[src/rtl/div_unit.sv]
// Iterative radix-2 restoring divider for the RV32M divide group (DIV/DIVU/REM/REMU).
// One quotient bit per cycle; divide-by-zero and signed overflow resolve on the accept edge.
module div_unit #(
  parameter int WIDTH = 32,
  parameter int CNT_W = 5
) (
  input  logic             clk,
  input  logic             rst,
  input  logic             start,
  input  logic [1:0]       op,
  input  logic [WIDTH-1:0] A,
  input  logic [WIDTH-1:0] B,
  input  logic             abort,
  output logic             busy,
  output logic             done,
  output logic [WIDTH-1:0] result,
  output logic             ZF,
  output logic             SF,
  output logic             DZ
);

  // state | meaning
  // IDLE  | waiting for start
  // CALC  | shift/subtract iterations in progress, busy high
  // DONE  | result valid, done pulse; a new start is accepted here too
  typedef enum logic [1:0] {
    S_IDLE = 2'd0,
    S_CALC = 2'd1,
    S_DONE = 2'd2
  } state_t;

  localparam logic [WIDTH-1:0] MIN_NEG  = {1'b1, {(WIDTH-1){1'b0}}};
  localparam logic [CNT_W-1:0] CNT_LAST = CNT_W'(WIDTH - 1);
  localparam logic [CNT_W-1:0] CNT_ONE  = CNT_W'(1);

  state_t           state_q, state_d;
  logic             sel_rem_q, sel_rem_d;
  logic [WIDTH-1:0] quo_q, quo_d;
  logic [WIDTH-1:0] rem_q, rem_d;
  logic [WIDTH-1:0] dvs_q, dvs_d;
  logic             qneg_q, qneg_d;
  logic             rneg_q, rneg_d;
  logic [CNT_W-1:0] cnt_q, cnt_d;
  logic [WIDTH-1:0] res_q, res_d;
  logic             zf_q, zf_d;
  logic             sf_q, sf_d;
  logic             dz_q, dz_d;

  logic             is_signed;
  logic [WIDTH-1:0] a_abs, b_abs;
  logic             b_zero, ovf;
  logic [WIDTH-1:0] sp_res;
  logic [WIDTH:0]   rem_sh;
  logic             no_borrow;
  logic [WIDTH-1:0] rem_step, quo_step;
  logic [WIDTH-1:0] q_fin, r_fin, fin;
  logic             accept, load_res;

  assign is_signed = ~op[0];
  assign a_abs     = (is_signed && A[WIDTH-1]) ? -A : A;
  assign b_abs     = (is_signed && B[WIDTH-1]) ? -B : B;
  assign b_zero    = (B == '0);
  assign ovf       = is_signed && (A == MIN_NEG) && (B == '1);
  assign sp_res    = b_zero ? (op[1] ? A : '1) : (op[1] ? '0 : MIN_NEG);
  assign accept    = start && !abort && (state_q != S_CALC);

  // Partial remainder is one bit wider after the shift, so compare before subtracting.
  assign rem_sh    = {rem_q, quo_q[WIDTH-1]};
  assign no_borrow = (rem_sh >= {1'b0, dvs_q});
  assign rem_step  = no_borrow ? (rem_sh[WIDTH-1:0] - dvs_q) : rem_sh[WIDTH-1:0];
  assign quo_step  = {quo_q[WIDTH-2:0], no_borrow};
  assign q_fin     = qneg_q ? -quo_step : quo_step;
  assign r_fin     = rneg_q ? -rem_step : rem_step;
  assign fin       = sel_rem_q ? r_fin : q_fin;

  always_comb begin
    state_d   = state_q;
    sel_rem_d = sel_rem_q;
    quo_d     = quo_q;
    rem_d     = rem_q;
    dvs_d     = dvs_q;
    qneg_d    = qneg_q;
    rneg_d    = rneg_q;
    cnt_d     = cnt_q;
    res_d     = res_q;
    dz_d      = dz_q;
    load_res  = 1'b0;
    case (state_q)
      S_IDLE, S_DONE: begin
        state_d = S_IDLE;
        if (accept) begin
          sel_rem_d = op[1];
          if (b_zero || ovf) begin
            state_d  = S_DONE;
            res_d    = sp_res;
            dz_d     = b_zero;
            load_res = 1'b1;
          end else begin
            state_d = S_CALC;
            quo_d   = a_abs;
            dvs_d   = b_abs;
            rem_d   = '0;
            cnt_d   = '0;
            qneg_d  = is_signed && (A[WIDTH-1] ^ B[WIDTH-1]);
            rneg_d  = is_signed && A[WIDTH-1];
          end
        end
      end
      S_CALC: begin
        if (abort) begin
          state_d = S_IDLE;
        end else begin
          quo_d = quo_step;
          rem_d = rem_step;
          cnt_d = cnt_q + CNT_ONE;
          if (cnt_q == CNT_LAST) begin
            state_d  = S_DONE;
            res_d    = fin;
            dz_d     = 1'b0;
            load_res = 1'b1;
          end
        end
      end
      default: state_d = S_IDLE;
    endcase
    zf_d = load_res ? (res_d == '0) : zf_q;
    sf_d = load_res ? res_d[WIDTH-1] : sf_q;
  end

  always_ff @(posedge clk or posedge rst) begin
    if (rst) begin
      state_q   <= S_IDLE;
      sel_rem_q <= 1'b0;
      quo_q     <= '0;
      rem_q     <= '0;
      dvs_q     <= '0;
      qneg_q    <= 1'b0;
      rneg_q    <= 1'b0;
      cnt_q     <= '0;
      res_q     <= '0;
      zf_q      <= 1'b1;
      sf_q      <= 1'b0;
      dz_q      <= 1'b0;
    end else begin
      state_q   <= state_d;
      sel_rem_q <= sel_rem_d;
      quo_q     <= quo_d;
      rem_q     <= rem_d;
      dvs_q     <= dvs_d;
      qneg_q    <= qneg_d;
      rneg_q    <= rneg_d;
      cnt_q     <= cnt_d;
      res_q     <= res_d;
      zf_q      <= zf_d;
      sf_q      <= sf_d;
      dz_q      <= dz_d;
    end
  end

  assign busy   = (state_q == S_CALC);
  assign done   = (state_q == S_DONE);
  assign result = res_q;
  assign ZF     = zf_q;
  assign SF     = sf_q;
  assign DZ     = dz_q;

endmodule
[config.mk]
export PLATFORM = sky130hd
export DESIGN_NAME = div_unit
export DESIGN_NICKNAME = d
export VERILOG_FILES = /design/src/rtl/div_unit.sv
export SDC_FILE = /design/constraint.sdc
export NUM_CORES = 1
export LEC_CHECK = 0
export ABC_AREA = 1
export CELL_PAD_IN_SITES_DETAIL_PLACEMENT = 1
export CELL_PAD_IN_SITES_GLOBAL_PLACEMENT = 1
export CORE_AREA = 2 2 171 206
export CTS_CLUSTER_SIZE = 8
export DETAILED_ROUTE_END_ITERATION = 6
export DIE_AREA = 0 0 173 208
export GPL_TIMING_DRIVEN = 0
export PLACE_DENSITY_LB_ADDON = 0.1
export SLEW_MARGIN = 5
export SYNTH_ARGS = -nofsm -noshare
export SYNTH_HDL_FRONTEND = slang
export SYNTH_SLANG_ARGS = --single-unit
[constraint.sdc]
create_clock -name clk -period 6.1 [get_ports clk]
set_clock_uncertainty 0.05 [all_clocks]
set_input_delay 0.915 -clock clk [delete_from_list [all_inputs] [get_ports clk]]
set_output_delay 0.915 -clock clk [all_outputs]
set_load 0.005 [all_outputs]
==> flow_metrics.env <==
export IMPL_clk_pin_slew_ns=0.07
export IMPL_fill_cells=4792
export IMPL_setup_tns_ns=0
export IMPL_clock_latency_ns=0.46
export IMPL_rsz0062_at_grt="false"
export IMPL_synth_most_common_cell="nand2_1"
export IMPL_synth_seq_cells=141
export IMPL_critPathTopFamily="simple AND/OR/NAND/NOR gates"
export IMPL_p_total_mw=10.12
export IMPL_grt_pass1_vias=17190
export IMPL_groute_usage_overall_pct=35.27
export IMPL_maxCapViolCount=0
export IMPL_tritoncts="done"
export IMPL_worstReg2RegStart="dvs_q[28]"
export IMPL_nNetsFinal=2606
export IMPL_ys_top_cells_by_area="dfrtp_1, nand2_1, inv_1, nand3_1, o21ai_0"
export IMPL_netlist_top_cells_count="nand2_1, inv_1, nand3_1"
export IMPL_synth_top_area_share_pct=24.85
export IMPL_slowest_delay_ns=0.37
export IMPL_hold_buffers=0
export IMPL_cp_max_fo=10
export IMPL_tightestPinTransition_ns=0.8779
export IMPL_slew_headroom_pct=40.93
export IMPL_grt_overflow=0
export IMPL_wl_mm=63.28
export IMPL_timing_final_ws_setup_ns=0.7278
export IMPL_finalCritPeriodShare_pct=88.07
export IMPL_p_leak_nw=8.206
export IMPL_cp_endpoint="ZF"
export IMPL_startpoint_type="flop"
export IMPL_wl_per_cell_um=21.35
export IMPL_pre_cts_ws_ns=0.9409
export IMPL_cts_buffer_depth=2
export IMPL_place_congestion=0.9905
export IMPL_drt_pre_antenna_iters=4
export IMPL_grt_pass1_wl_mm=97.63
export IMPL_syn_inst=2370
export IMPL_yosysSeqAreaShare_pct=25.04
export IMPL_crit_arrival_ns=5.73
export IMPL_status="finished clean"
export IMPL_design_core_area_um2=33890
export IMPL_netlist_top_cell_by_area="dfrtp_1"
export IMPL_async_reset_ff_share_pct=100.0
export IMPL_r2r_end="ZF"
export IMPL_vias=16510
export IMPL_cp_num_buf_inv=3
export IMPL_worst_path_stages=31
export IMPL_worst_path_max_delay_cell="ha_1"
export IMPL_drtIter0Drc=1017
export IMPL_die_w_um=173
export IMPL_final_setup_viol_count=0
export IMPL_area_growth_pct=15.84
export IMPL_worstSetupPathType="flop to flop"
export IMPL_synth_area_um2=14100
export IMPL_crit_top_cell="nand2_1"
export IMPL_synth_fp_nets=2480
export IMPL_dpl_hpwl_mm=52.50
export IMPL_period_minus_slack_ns=5.372
export IMPL_drive_gt1_share_pct=6.140
export IMPL_rows=74
export IMPL_io_pins=107
export IMPL_cp_data_required_time_ns=6.46
export IMPL_avgSynthCellArea_um2=5.948
export IMPL_drv_slew=0
export IMPL_min_path_type="flop to flop"
export IMPL_viasPerCell=5.571
export IMPL_fin_util_pct=48.18
export IMPL_ir_drop_mv=0.2461
export IMPL_fmax_mhz=186.1
export IMPL_dpl_instance_area_um2=15760
export IMPL_cts_root_buf="clkbuf_16"
export IMPL_ctsResizeCount=0
export IMPL_p_per_area_nw_per_um2=619.7
export IMPL_port_buffers=106
export IMPL_synth_edf_count=0
export IMPL_ys_types=53
export IMPL_drc=0
export IMPL_cts_sinks=141
export IMPL_synth_warnings=0
export IMPL_die_y_um=208
export IMPL_numCtsBuffers=17
export IMPL_ys_flop_type="dfrtp_1"
export IMPL_startpoint="dvs_q[28]"
export IMPL_antennaDiodeCount=0
export IMPL_cts_htree_levels=4
export IMPL_antenna_found_initial=0
export IMPL_ant_nets=0
export IMPL_cts_setup_buffers=0
export IMPL_grt_max_degree=81
export IMPL_ff2ff_path_depth=31
export IMPL_die_area_um2=35980
export IMPL_hold_viol_final=0
export IMPL_endpoint_kind="flop"
export IMPL_start_util_pct=41.60
export IMPL_rrSetupSlack_ns=0.73
export IMPL_final_area_um2=16330
[registers in the layout, summed over array words and instances (netlist names)]
name,count
dvs_q,32
quo_q,32
rem_q,32
result,32
cnt_q,5
state_q,2
DZ,1
SF,1
ZF,1
qneg_q,1
rneg_q,1
sel_rem_q,1
[power breakdown]
part	switching [mW]	internal, mW	leakage (nW)	total, mW
sequential	0.366	1.32	1.82	1.68
clock	0.465	0.579	0.270	1.04
combinational	5.19	2.20	6.12	7.39
total	6.02	4.10	8.21	10.1
[layout by cell type, fill, tap and decap left out, drive strengths merged, types with 2 or more instances in the layout]
master	count
nand3b	10
nor4	21
a31oi	13
buf	29
nand2	756
xor2	47
o31ai	3
nand4	39
nor2	225
inv	364
and2	2
ha	39
a21oi	90
clkdlybuf4s50	106
xnor2	6
nor3	36
o221ai	3
clkinv	4
clkinvlp	3
o211ai	28
o22ai	28
o21bai	3
a22oi	2
nand3	219
o21ai	204
or2	4
dfrtp	140
clkbuf	73
[metal layers]
metal  share of wire [%]  global-route usage, %  vias up
met4                 8.5                  27.53        0
met5                   0                      0        -
li1                    -                      -     7898
met2                  47                  60.03      478
met1                  40                  40.68     7951
met3                 4.0                  3.472      185
[worst reg2reg max path, delay by kind of cell (launching register included)]
family          cells  cell delay [ns]
buf+inv             3             0.48
flops               1             0.36
fa+ha+maj           2             0.59
simple gates       22             2.89
compound gates      4             0.95
[layout make-up]
| class | instances | area [um2] | share of cell area (%) |
|---|---|---|---|
| sequential | 141 | 3530 | 21.62 |
| buffer | 82 | 387.9 | 2.375 |
| multi-input combinational | 1787 | 8825 | 54.05 |
| clock buffer | 19 | 442.9 | 2.713 |
| inverter | 360 | 1359 | 8.322 |
| clock inverter | 12 | 125.1 | 0.7663 |
| timing repair buffer | 107 | 1089 | 6.667 |
| tap | 456 | 570.5 | 3.494 |
[kinds of logic after synthesis]
group / share of synthesized area, %
AOI/OAI and AO/OA: 14.81
muxes: 0.07101
buffers and inverters: 12.36
DFF: 25.04
and+or+nand+nor: 40.83
xor gates and xnor gates: 3.293
adders and majority gates: 3.604
[how the worst min path moves through the flow]
| stage | start | end | slack, ns | depth (start not counted) |
|---|---|---|---|---|
| 4_1_cts | ZF | ZF | 0.43 | 2 |
| 3_5_place_dp | ZF | ZF | 0.41 | 2 |
| 2_1_floorplan | cnt_q[4] | cnt_q[4] | 0.40 | 2 |
| 5_1_grt | ZF | ZF | 0.44 | 2 |
| 6_report | ZF | ZF | 0.42 | 2 |
| 3_3_place_gp | ZF | ZF | 0.41 | 2 |
[through the flow]
step / hold slack (ns) / cells
floorplan: 0.3983 / 2370
global route: 0.4427 / 2964
finish: 0.4220 / 2964
global placement: 0.4116 / 2932
CTS: 0.4268 / 2964
detailed placement: 0.4149 / 2933
Power figures use the tool's default switching activity.
